==> src/rtl/huff_bit_feeder.sv <==
// Byte-to-chunk bit feeder for the Huffman decoder: buffers compressed bytes in an
// MSB-aligned accumulator and emits 1..CHUNK_MAX bit chunks, flushing a short tail at end of stream.
module huff_bit_feeder #(
    parameter int unsigned CHUNK_MAX = 4,
    parameter int unsigned ACC_W     = 12,
    parameter int unsigned CNT_W     = 16
) (
    input  logic                 clk,
    input  logic                 reset,
    input  logic [2:0]           cfg_chunk,
    input  logic                 byte_valid,
    input  logic [7:0]           byte_data,
    input  logic                 byte_last,
    input  logic [2:0]           byte_last_bits,
    output logic                 byte_ready,
    output logic                 svalid,
    output logic [CHUNK_MAX-1:0] in_bits,
    output logic [2:0]           in_len,
    input  logic                 aready,
    output logic                 stream_done,
    output logic [CNT_W-1:0]     bits_sent
);

    localparam int unsigned AC_W  = $clog2(ACC_W + 1);
    localparam int unsigned PAD_W = ACC_W - 8;

    typedef enum logic {RUN, FLUSH} state_e;

    state_e               state_q, state_d;
    logic [ACC_W-1:0]     acc_q, acc_d;
    logic [AC_W-1:0]      acc_cnt_q, acc_cnt_d;
    logic                 svalid_q, svalid_d;
    logic [CHUNK_MAX-1:0] in_bits_q, in_bits_d;
    logic [2:0]           in_len_q, in_len_d;
    logic                 stream_done_q, stream_done_d;
    logic [CNT_W-1:0]     bits_sent_q, bits_sent_d;

    logic [AC_W-1:0]      chunk_c;
    logic [AC_W-1:0]      take;
    logic [AC_W-1:0]      kept_cnt;
    logic [AC_W-1:0]      n_bits;
    logic [CHUNK_MAX-1:0] top;
    logic [CHUNK_MAX-1:0] chunk_bits;
    logic [ACC_W-1:0]     kept;
    logic [ACC_W-1:0]     append;
    logic [7:0]           byte_mask;
    logic                 accept;
    logic                 xfer;
    logic                 load;

    always_ff @(posedge clk or negedge reset) begin
        if (!reset) begin
            state_q       <= RUN;
            acc_q         <= '0;
            acc_cnt_q     <= '0;
            svalid_q      <= 1'b0;
            in_bits_q     <= '0;
            in_len_q      <= '0;
            stream_done_q <= 1'b0;
            bits_sent_q   <= '0;
        end else begin
            state_q       <= state_d;
            acc_q         <= acc_d;
            acc_cnt_q     <= acc_cnt_d;
            svalid_q      <= svalid_d;
            in_bits_q     <= in_bits_d;
            in_len_q      <= in_len_d;
            stream_done_q <= stream_done_d;
            bits_sent_q   <= bits_sent_d;
        end
    end

    always_comb begin
        state_d       = state_q;
        acc_d         = acc_q;
        acc_cnt_d     = acc_cnt_q;
        svalid_d      = svalid_q;
        in_bits_d     = in_bits_q;
        in_len_d      = in_len_q;
        stream_done_d = 1'b0;
        bits_sent_d   = bits_sent_q;

        chunk_c = (cfg_chunk == 3'd0 || 32'(cfg_chunk) > CHUNK_MAX) ? AC_W'(CHUNK_MAX)
                                                                    : AC_W'(cfg_chunk);
        // Room for a full byte only when at most ACC_W-8 bits are buffered
        byte_ready = (state_q == RUN) && (acc_cnt_q <= AC_W'(PAD_W));
        accept     = byte_valid && byte_ready;
        xfer       = svalid_q && aready;
        load       = (!svalid_q || aready) &&
                     ((acc_cnt_q >= chunk_c) || (state_q == FLUSH && acc_cnt_q != '0));

        take       = load ? ((acc_cnt_q < chunk_c) ? acc_cnt_q : chunk_c) : '0;
        top        = acc_q[ACC_W-1 -: CHUNK_MAX];
        chunk_bits = top >> (AC_W'(CHUNK_MAX) - take);
        kept       = acc_q << take;
        kept_cnt   = acc_cnt_q - take;

        // New byte lands directly behind the bits that survive this cycle's shift
        n_bits    = (byte_last && byte_last_bits != 3'd0) ? AC_W'(byte_last_bits) : AC_W'(8);
        byte_mask = ~(8'hFF >> n_bits);
        append    = {byte_data & byte_mask, {PAD_W{1'b0}}} >> kept_cnt;

        acc_d     = accept ? (kept | append) : kept;
        acc_cnt_d = kept_cnt + (accept ? n_bits : AC_W'(0));

        if (load) begin
            svalid_d  = 1'b1;
            in_bits_d = chunk_bits;
            in_len_d  = 3'(take);
        end else if (aready) begin
            svalid_d  = 1'b0;
        end

        if (xfer) begin
            bits_sent_d = bits_sent_q + CNT_W'(in_len_q);
        end

        case (state_q)
            RUN: begin
                if (accept && byte_last) begin
                    state_d = FLUSH;
                end
            end
            FLUSH: begin
                if (xfer && acc_cnt_q == '0) begin
                    state_d       = RUN;
                    stream_done_d = 1'b1;
                end
            end
            default: state_d = RUN;
        endcase
    end

    assign svalid      = svalid_q;
    assign in_bits     = in_bits_q;
    assign in_len      = in_len_q;
    assign stream_done = stream_done_q;
    assign bits_sent   = bits_sent_q;

endmodule

==> config.mk <==
export PLATFORM = sky130hd
export DESIGN_NAME = huff_bit_feeder
export DESIGN_NICKNAME = d
export VERILOG_FILES = /design/src/rtl/huff_bit_feeder.sv
export SDC_FILE = /design/constraint.sdc
export NUM_CORES = 1
export LEC_CHECK = 0
export BUFFER_PORTS_ARGS = -buffer_cell sky130_fd_sc_hd__buf_2
export CORE_ASPECT_RATIO = 0.75
export CORE_MARGIN = 3
export CORE_UTILIZATION = 40
export CTS_CLUSTER_DIAMETER = 120
export DETAILED_ROUTE_END_ITERATION = 10
export HOLD_SLACK_MARGIN = 0.06
export PLACE_DENSITY = 0.62
export SLEW_MARGIN = 30
export SYNTH_ARGS = -nofsm -noshare
export SYNTH_HDL_FRONTEND = slang
export SYNTH_SLANG_ARGS = --single-unit
export TNS_END_PERCENT = 30
==> constraint.sdc <==
create_clock -name clk -period 11.65 [get_ports clk]
set_clock_uncertainty 0.2 [all_clocks]
set_input_delay 0.5825 -clock clk [delete_from_list [all_inputs] [get_ports clk]]
set_output_delay 0.5825 -clock clk [all_outputs]
set_load 0.005 [all_outputs]
==> results of run 1 <==
[placed cells by master (no fill, tap or decap), types with 3 or more instances in the layout]
| cell | n |
|---|---|
| a211oi_2 | 3 |
| a21boi_0 | 3 |
| a21oi_1 | 17 |
| a22o_1 | 6 |
| a31oi_1 | 7 |
| and2_1 | 5 |
| and3_1 | 14 |
| buf_2 | 43 |
| clkbuf_8 | 5 |
| dfrtp_1 | 42 |
| fa_1 | 3 |
| ha_1 | 14 |
| inv_1 | 15 |
| mux2_2 | 4 |
| mux2i_1 | 8 |
| nand2_1 | 32 |
| nand3_1 | 14 |
| nand4_1 | 6 |
| nor2_1 | 15 |
| nor2b_1 | 3 |
| nor3_1 | 8 |
| nor4_1 | 3 |
| o211ai_1 | 8 |
| o21ai_0 | 18 |
| or3_1 | 5 |
| xnor2_1 | 11 |
| xor2_1 | 8 |
[final cells by class]
cell class | instances | area (µm²)
Inverter | 18 | 72.6
Clock buffer | 5 | 68.8
Sequential cell | 42 | 1050
Fill cell | 713 | 4000
Multi-Input combinational cell | 270 | 1960
Tap cell | 101 | 126
Timing Repair Buffer | 44 | 223
Clock inverter | 3 | 25.0
[state kept, by name, indices dropped and copies added (netlist names)]
register / count
bits_sent: 16
stream_done: 1
state_q: 1
in_bits: 4
in_len: 3
acc_cnt_q: 4
svalid: 1
acc_q: 12
[through the flow]
step	hold slack (ns)	cells
floorplan	0.0869	342
global placement	0.255	475
detailed placement	0.268	475
CTS	0.251	483
global route	0.0937	483
finish	0.0522	483
[power by group through the flow]
stage	logic (mW)	registers [mW]	clock network, mW
2_1_floorplan	0.462	0.240	0
3_3_place_gp	0.588	0.250	0
3_5_place_dp	0.587	0.253	0
4_1_cts	0.593	0.250	0.103
5_1_grt	0.671	0.258	0.109
6_report	0.600	0.251	0.101
[metal layers]
metal  track usage  part of all wire  wire [µm]  up-vias
li1              -                 -          -     1364
met1         0.290              0.51       4160     1346
met2         0.264              0.42       3380      100
met3        0.0326             0.064        524        8
met4        0.0436            0.0089         72        0
met5             0                 0          0        -
[final timing paths]
kind | startpoint | end | slack [ns]
worst max-delay path | cfg_chunk[0] | acc_q[1] | 6.12
worst min-delay path | reset | bits_sent[5] | 0.05
worst max register to register | acc_cnt_q[2] | acc_q[1] | 6.51
worst min register to register | bits_sent[15] | bits_sent[15] | 0.27
max in group asynchronous | reset | in_bits[1] | 10.81
min in group clk | bits_sent[15] | bits_sent[15] | 0.27
[cell families (layout without fill, tap and decap cells)]
family                     after synthesis  after routing  share of synthesized area
and+or+nand+nor                        121            121                      0.205
AOI/OAI and AO/OA                       98             98                      0.229
DFF                                     42             42                      0.331
buffers and inverters                   30             70                     0.0501
xor gates and xnor gates                19             19                     0.0524
adders and majority gates               17             17                     0.0741
muxes                                   15             15                     0.0583
[worst reg2reg max path, delay by kind of cell, from the launching register on]
family / cells / cell delay (ns)
compound gates: 7 / 2.44
fa+ha+maj: 2 / 1.31
buf+inv: 2 / 0.43
flops: 1 / 0.48
mux: 1 / 0.19
==> impl_metrics.json, run 1 <==
{
  "status": "finished, final reports clean",
  "cp.arrival_ns": 5.55,
  "maxCapViolCount": 0,
  "syn2layout_area_growth_pct": 11.2,
  "clk_latency_ns": 0.31,
  "cp_max_fo": 17,
  "die_h_um": 83.1,
  "fin_ws_ns": 6.12,
  "p_sw_frac": 0.498,
  "max_stage_delay_ns": 0.91,
  "power_frac_seq": 0.264,
  "power.leakage_nw": 1.61,
  "synthesis.nets": 378,
  "clock.fmax_mhz": 181,
  "synth_commonest_cells": "42 x dfrtp_1, 32 x nand2_1, 18 x o21ai_0, 17 x a21oi_1",
  "synthDistinctLibCells": 76,
  "htree_levels": 2,
  "synth_most_common_cell": "dfrtp_1",
  "detailed_place_hpwl_um": 6190,
  "portBuffers": 44,
  "rr_worst_depth": 12,
  "place_congestion": 0.908,
  "core_area_um2": 7530,
  "drive_above_1_share": 0.209,
  "tightest_slew_ns": 0.738,
  "routed_wl_um": 8130,
  "post-route-period-util": 0.475,
  "synth_top_area_frac": 0.331,
  "post-route-util": 0.469,
  "rsz0062_at_grt": "false",
  "synth_area_leaders": "dfrtp_1 33%, ha_1 5.5%, nand2_1 3.8%",
  "rows": 27,
  "cts_made_buffers": 5,
  "synthCells": 342,
  "holdBufCountCts": 0,
  "crit_chain": "buf_2 -> or2_2 -> ha_1 -> and2b_2 -> ha_1 -> nand4b_1 -> a2111oi_1 -> a22o_1 -> inv_4 -> fa_1 -> inv_1 -> a41oi_1 -> mux2i_1 -> a211oi_1 -> a31oi_1 -> o221ai_1",
  "design_area_um2": 3530,
  "postSynthAreaPerCell_um2": 9.28,
  "postCtsSetupBuffers": 0,
  "grt_pass1_vias": 2659,
  "crit_cells": 16,
  "clk_path_buf_depth": 2,
  "finalSetupViolations": 0,
  "clk_pin_slew_ns": 0.09,
  "max-slew-margin-rel": 0.504,
  "final.setup.tns_ns": 0,
  "via_per_inst": 5.83,
  "cts_tree": "built",
  "drc": 0,
  "combPwrFrac": 0.630,
  "grt_util_all_layers": 0.186,
  "synth_edf_count": 0,
  "start_util": 0.421,
  "grt_pass1_wl_um": 13500,
  "vias": 2818,
  "firstDrtPassIters": 4,
  "dieArea_um2": 9050,
  "yosysTopAreaCell": "dfrtp_1",
  "antenna_found_initial": 0,
  "place_area_um2": 3430,
  "synthArstFlopShare": 1.00,
  "syn_area_um2": 3170,
  "antenna_left": 0,
  "nNetsFinal": 417,
  "slew_viol_final": 0,
  "min_period_ns": 5.53,
  "hp-class": "in -> async",
  "power.internal_uw": 478,
  "ys_seq_area_frac": 0.331,
  "grt_max_degree": 43,
  "path_delay_family": "compound AO/OA/AOI/OAI gates",
  "ys.flop_type": "dfrtp_1",
  "p_switching_uw": 474,
  "overflow": 0,
  "cts_sinks": 42,
  "clkPwrFrac": 0.106,
  "crit_buf_inv": 3,
  "crit_type": "in -> reg",
  "synth.ff_latch_count": 42,
  "finalHoldViolations": 0,
  "crit_top_cell": "ha_1",
  "critPathLaunchType": "primary input",
  "ir_worst_vdd_uv": 83.1,
  "total_power_uw": 952,
  "drtIter0Drc": 270,
  "powerDensity_nw_per_um2": 270,
  "crit_required_ns": 11.67,
  "slowest_stage": "fa_1",
  "post-place-ws_ns": 5.94,
  "antenna_cells": 0,
  "ios": 45,
  "cts-root-buf": "clkbuf_8",
  "ctsResizeCount": 0,
  "fp.dieW_um": 109,
  "routedWlPerCell_um": 16.8,
  "cp-end-kind": "flip-flop",
  "yosys_warnings": 0
}
Note: power is estimated with default switching activity, not from simulation.
==> run 2, diff against run 1 <==
--- a/config.mk
+++ b/config.mk
@@ -12,7 +12,7 @@
 export CTS_CLUSTER_DIAMETER = 120
 export DETAILED_ROUTE_END_ITERATION = 10
 export HOLD_SLACK_MARGIN = 0.06
-export PLACE_DENSITY = 0.62
+export PLACE_DENSITY = 0.64
 export SLEW_MARGIN = 30
 export SYNTH_ARGS = -nofsm -noshare
 export SYNTH_HDL_FRONTEND = slang
==> constraint.sdc (replaced) <==
create_clock -name clk -period 4.9 [get_ports clk]
set_clock_uncertainty 0.2 [all_clocks]
set_input_delay 0.245 -clock clk [delete_from_list [all_inputs] [get_ports clk]]
set_output_delay 0.245 -clock clk [all_outputs]
set_load 0.005 [all_outputs]
==> run 2 against run 1 <==
Non-clock buffer count rose by 11; hold slack gained 0.023 ns; clock power rose by 140%; total power rose by 140%; final area is 2.9% higher; critical path depth is the same.
==> impl_metrics.json, run 2 (synthesized netlist as in run 1, its figures left out) <==
{
  "place_congestion": 0.934,
  "cp-end-kind": "flip-flop",
  "ctsResizeCount": 0,
  "p_switching_mw": 1.12,
  "finalHoldViolations": 0,
  "combPwrFrac": 0.640,
  "cp_max_fo": 13,
  "ios": 45,
  "crit_start": "cfg_chunk[0]",
  "worstHoldEndpoint": "acc_q[1]",
  "firstDrtPassIters": 5,
  "tightest_slew_ns": 0.723,
  "clock.fmax_mhz": 219,
  "die_h_um": 83.1,
  "routedWlPerCell_um": 16.1,
  "routed_wl_um": 7950,
  "drc": 0,
  "overflow": 0,
  "crit_type": "in -> reg",
  "rows": 27,
  "grt_pass1_vias": 2674,
  "holdBufCountCts": 1,
  "clk_latency_ns": 0.31,
  "hold_path_depth": 3,
  "regToRegSetupSlack_ns": 0.45,
  "cts_sinks": 42,
  "clk_pin_slew_ns": 0.08,
  "total_power_mw": 2.31,
  "nNetsFinal": 428,
  "fin_cells": 494,
  "power.internal_mw": 1.19,
  "p_sw_frac": 0.486,
  "start_util": 0.421,
  "fillers": 715,
  "cts-root-buf": "clkbuf_8",
  "rr_worst_depth": 12,
  "slew_viol_final": 0,
  "drtIter0Drc": 253,
  "largest_reg_flops": 16,
  "max-slew-margin-rel": 0.513,
  "fp.dieW_um": 109,
  "cts_tree": "built",
  "critPathLaunchType": "primary input",
  "grt_pass1_wl_um": 13600,
  "via_per_inst": 5.79,
  "clkPwrFrac": 0.104,
  "dp_cells": 485,
  "hp-class": "in -> reg",
  "post-route-period-util": 0.933,
  "core_area_um2": 7530,
  "drive_above_1_share": 0.229,
  "cts_made_buffers": 5,
  "vias": 2859,
  "rsz0062_at_grt": "false",
  "maxCapViolCount": 0,
  "crit_required_ns": 4.91,
  "r2r_start": "acc_cnt_q[2]",
  "min_from": "byte_data[0]",
  "syn2layout_area_growth_pct": 14.4,
  "cp.arrival_ns": 4.58,
  "post-place-ws_ns": 0.0860,
  "multiInputGateArea_um2": 1960,
  "clk_path_buf_depth": 2,
  "detailed_place_hpwl_um": 6240,
  "portBuffers": 44,
  "grt_util_all_layers": 0.188,
  "powerDensity_nw_per_um2": 636,
  "final_common_cell": "buf_2",
  "grt_max_degree": 25,
  "r2r-end": "acc_q[1]",
  "status": "finished, final reports clean",
  "power_frac_seq": 0.256,
  "fin_ws_ns": 0.329,
  "antenna_cells": 0,
  "final.setup.tns_ns": 0,
  "min_period_ns": 4.57,
  "htree_levels": 2,
  "ir_worst_vdd_uv": 247,
  "seq_area_um2": 1050,
  "final_cell_mix": "44 x buf_2, 42 x dfrtp_1, 32 x nand2_1",
  "antenna_left": 0,
  "antenna_found_initial": 0,
  "dieArea_um2": 9050,
  "postCtsSetupBuffers": 0,
  "power.leakage_nw": 1.66,
  "finalSetupViolations": 0
}
==> run 2: changes by cell type in the layout (fill, tap and decap cells not counted), sizes merged <==
cell         previous run  this run
dlygate4sd3             0         1
clkinv                  1         0
buf                    44        54
clkinvlp                1         2
==> run 2: power groups by stage <==
stage | Clock [mW] | Combinational [mW] | Sequential (mW)
finish | 0.239 | 1.48 | 0.592
global route | 0.263 | 1.66 | 0.612
CTS | 0.244 | 1.47 | 0.592
detailed placement | 0 | 1.46 | 0.599
global placement | 0 | 1.45 | 0.598
floorplan | 0 | 1.10 | 0.570
==> run 2: layout make-up <==
class | count | area share
multi-input combinational | 270 | 0.541
timing repair buffer | 55 | 0.0896
clock buffer | 5 | 0.0189
inverter | 18 | 0.0200
clock inverter | 3 | 0.00654
sequential | 42 | 0.289
tap | 101 | 0.0348
==> run 2: per-layer routing <==
| metal | global-route usage | routed length, µm | up-vias |
|---|---|---|---|
| li1 | - | - | 1379 |
| met1 | 0.282 | 3790 | 1370 |
| met2 | 0.274 | 3520 | 104 |
| met3 | 0.0389 | 560 | 6 |
| met4 | 0.0436 | 72 | 0 |
| met5 | 0 | 0 | - |
==> run 2: metrics by stage <==
| step | cell area [µm²] | hold slack [ns] | util |
|---|---|---|---|
| 2_1_floorplan | 3170 | -0.251 | - |
| 3_3_place_gp | 3500 | 0.254 | 0.465 |
| 3_5_place_dp | 3530 | 0.0405 | 0.469 |
| 4_1_cts | 3630 | 0.0650 | 0.482 |
| 5_1_grt | 3630 | 0.0759 | 0.482 |
| 6_report | 3630 | 0.0754 | 0.482 |
==> run 2: how the worst max path moves through the flow <==
stage,end,slack (ns),cells after the start
global placement,acc_q[9],0.25,16
global route,acc_q[1],0.09,16
CTS,acc_q[1],0.38,16
floorplan,acc_q[1],0.47,17
finish,acc_q[1],0.33,16
detailed placement,acc_q[1],0.09,16
==> run 2: worst max-delay path: stages <==
cell,delay [ns]
buf_2,0.10
or2_2,0.29
ha_1,0.26
and2b_2,0.24
ha_1,0.27
nand4b_1,0.14
a2111oi_1,0.54
a22o_1,0.30
inv_4,0.10
fa_1,0.85
inv_1,0.22
a41oi_1,0.31
mux2i_1,0.18
a211oi_1,0.28
a31oi_1,0.06
o221ai_1,0.18
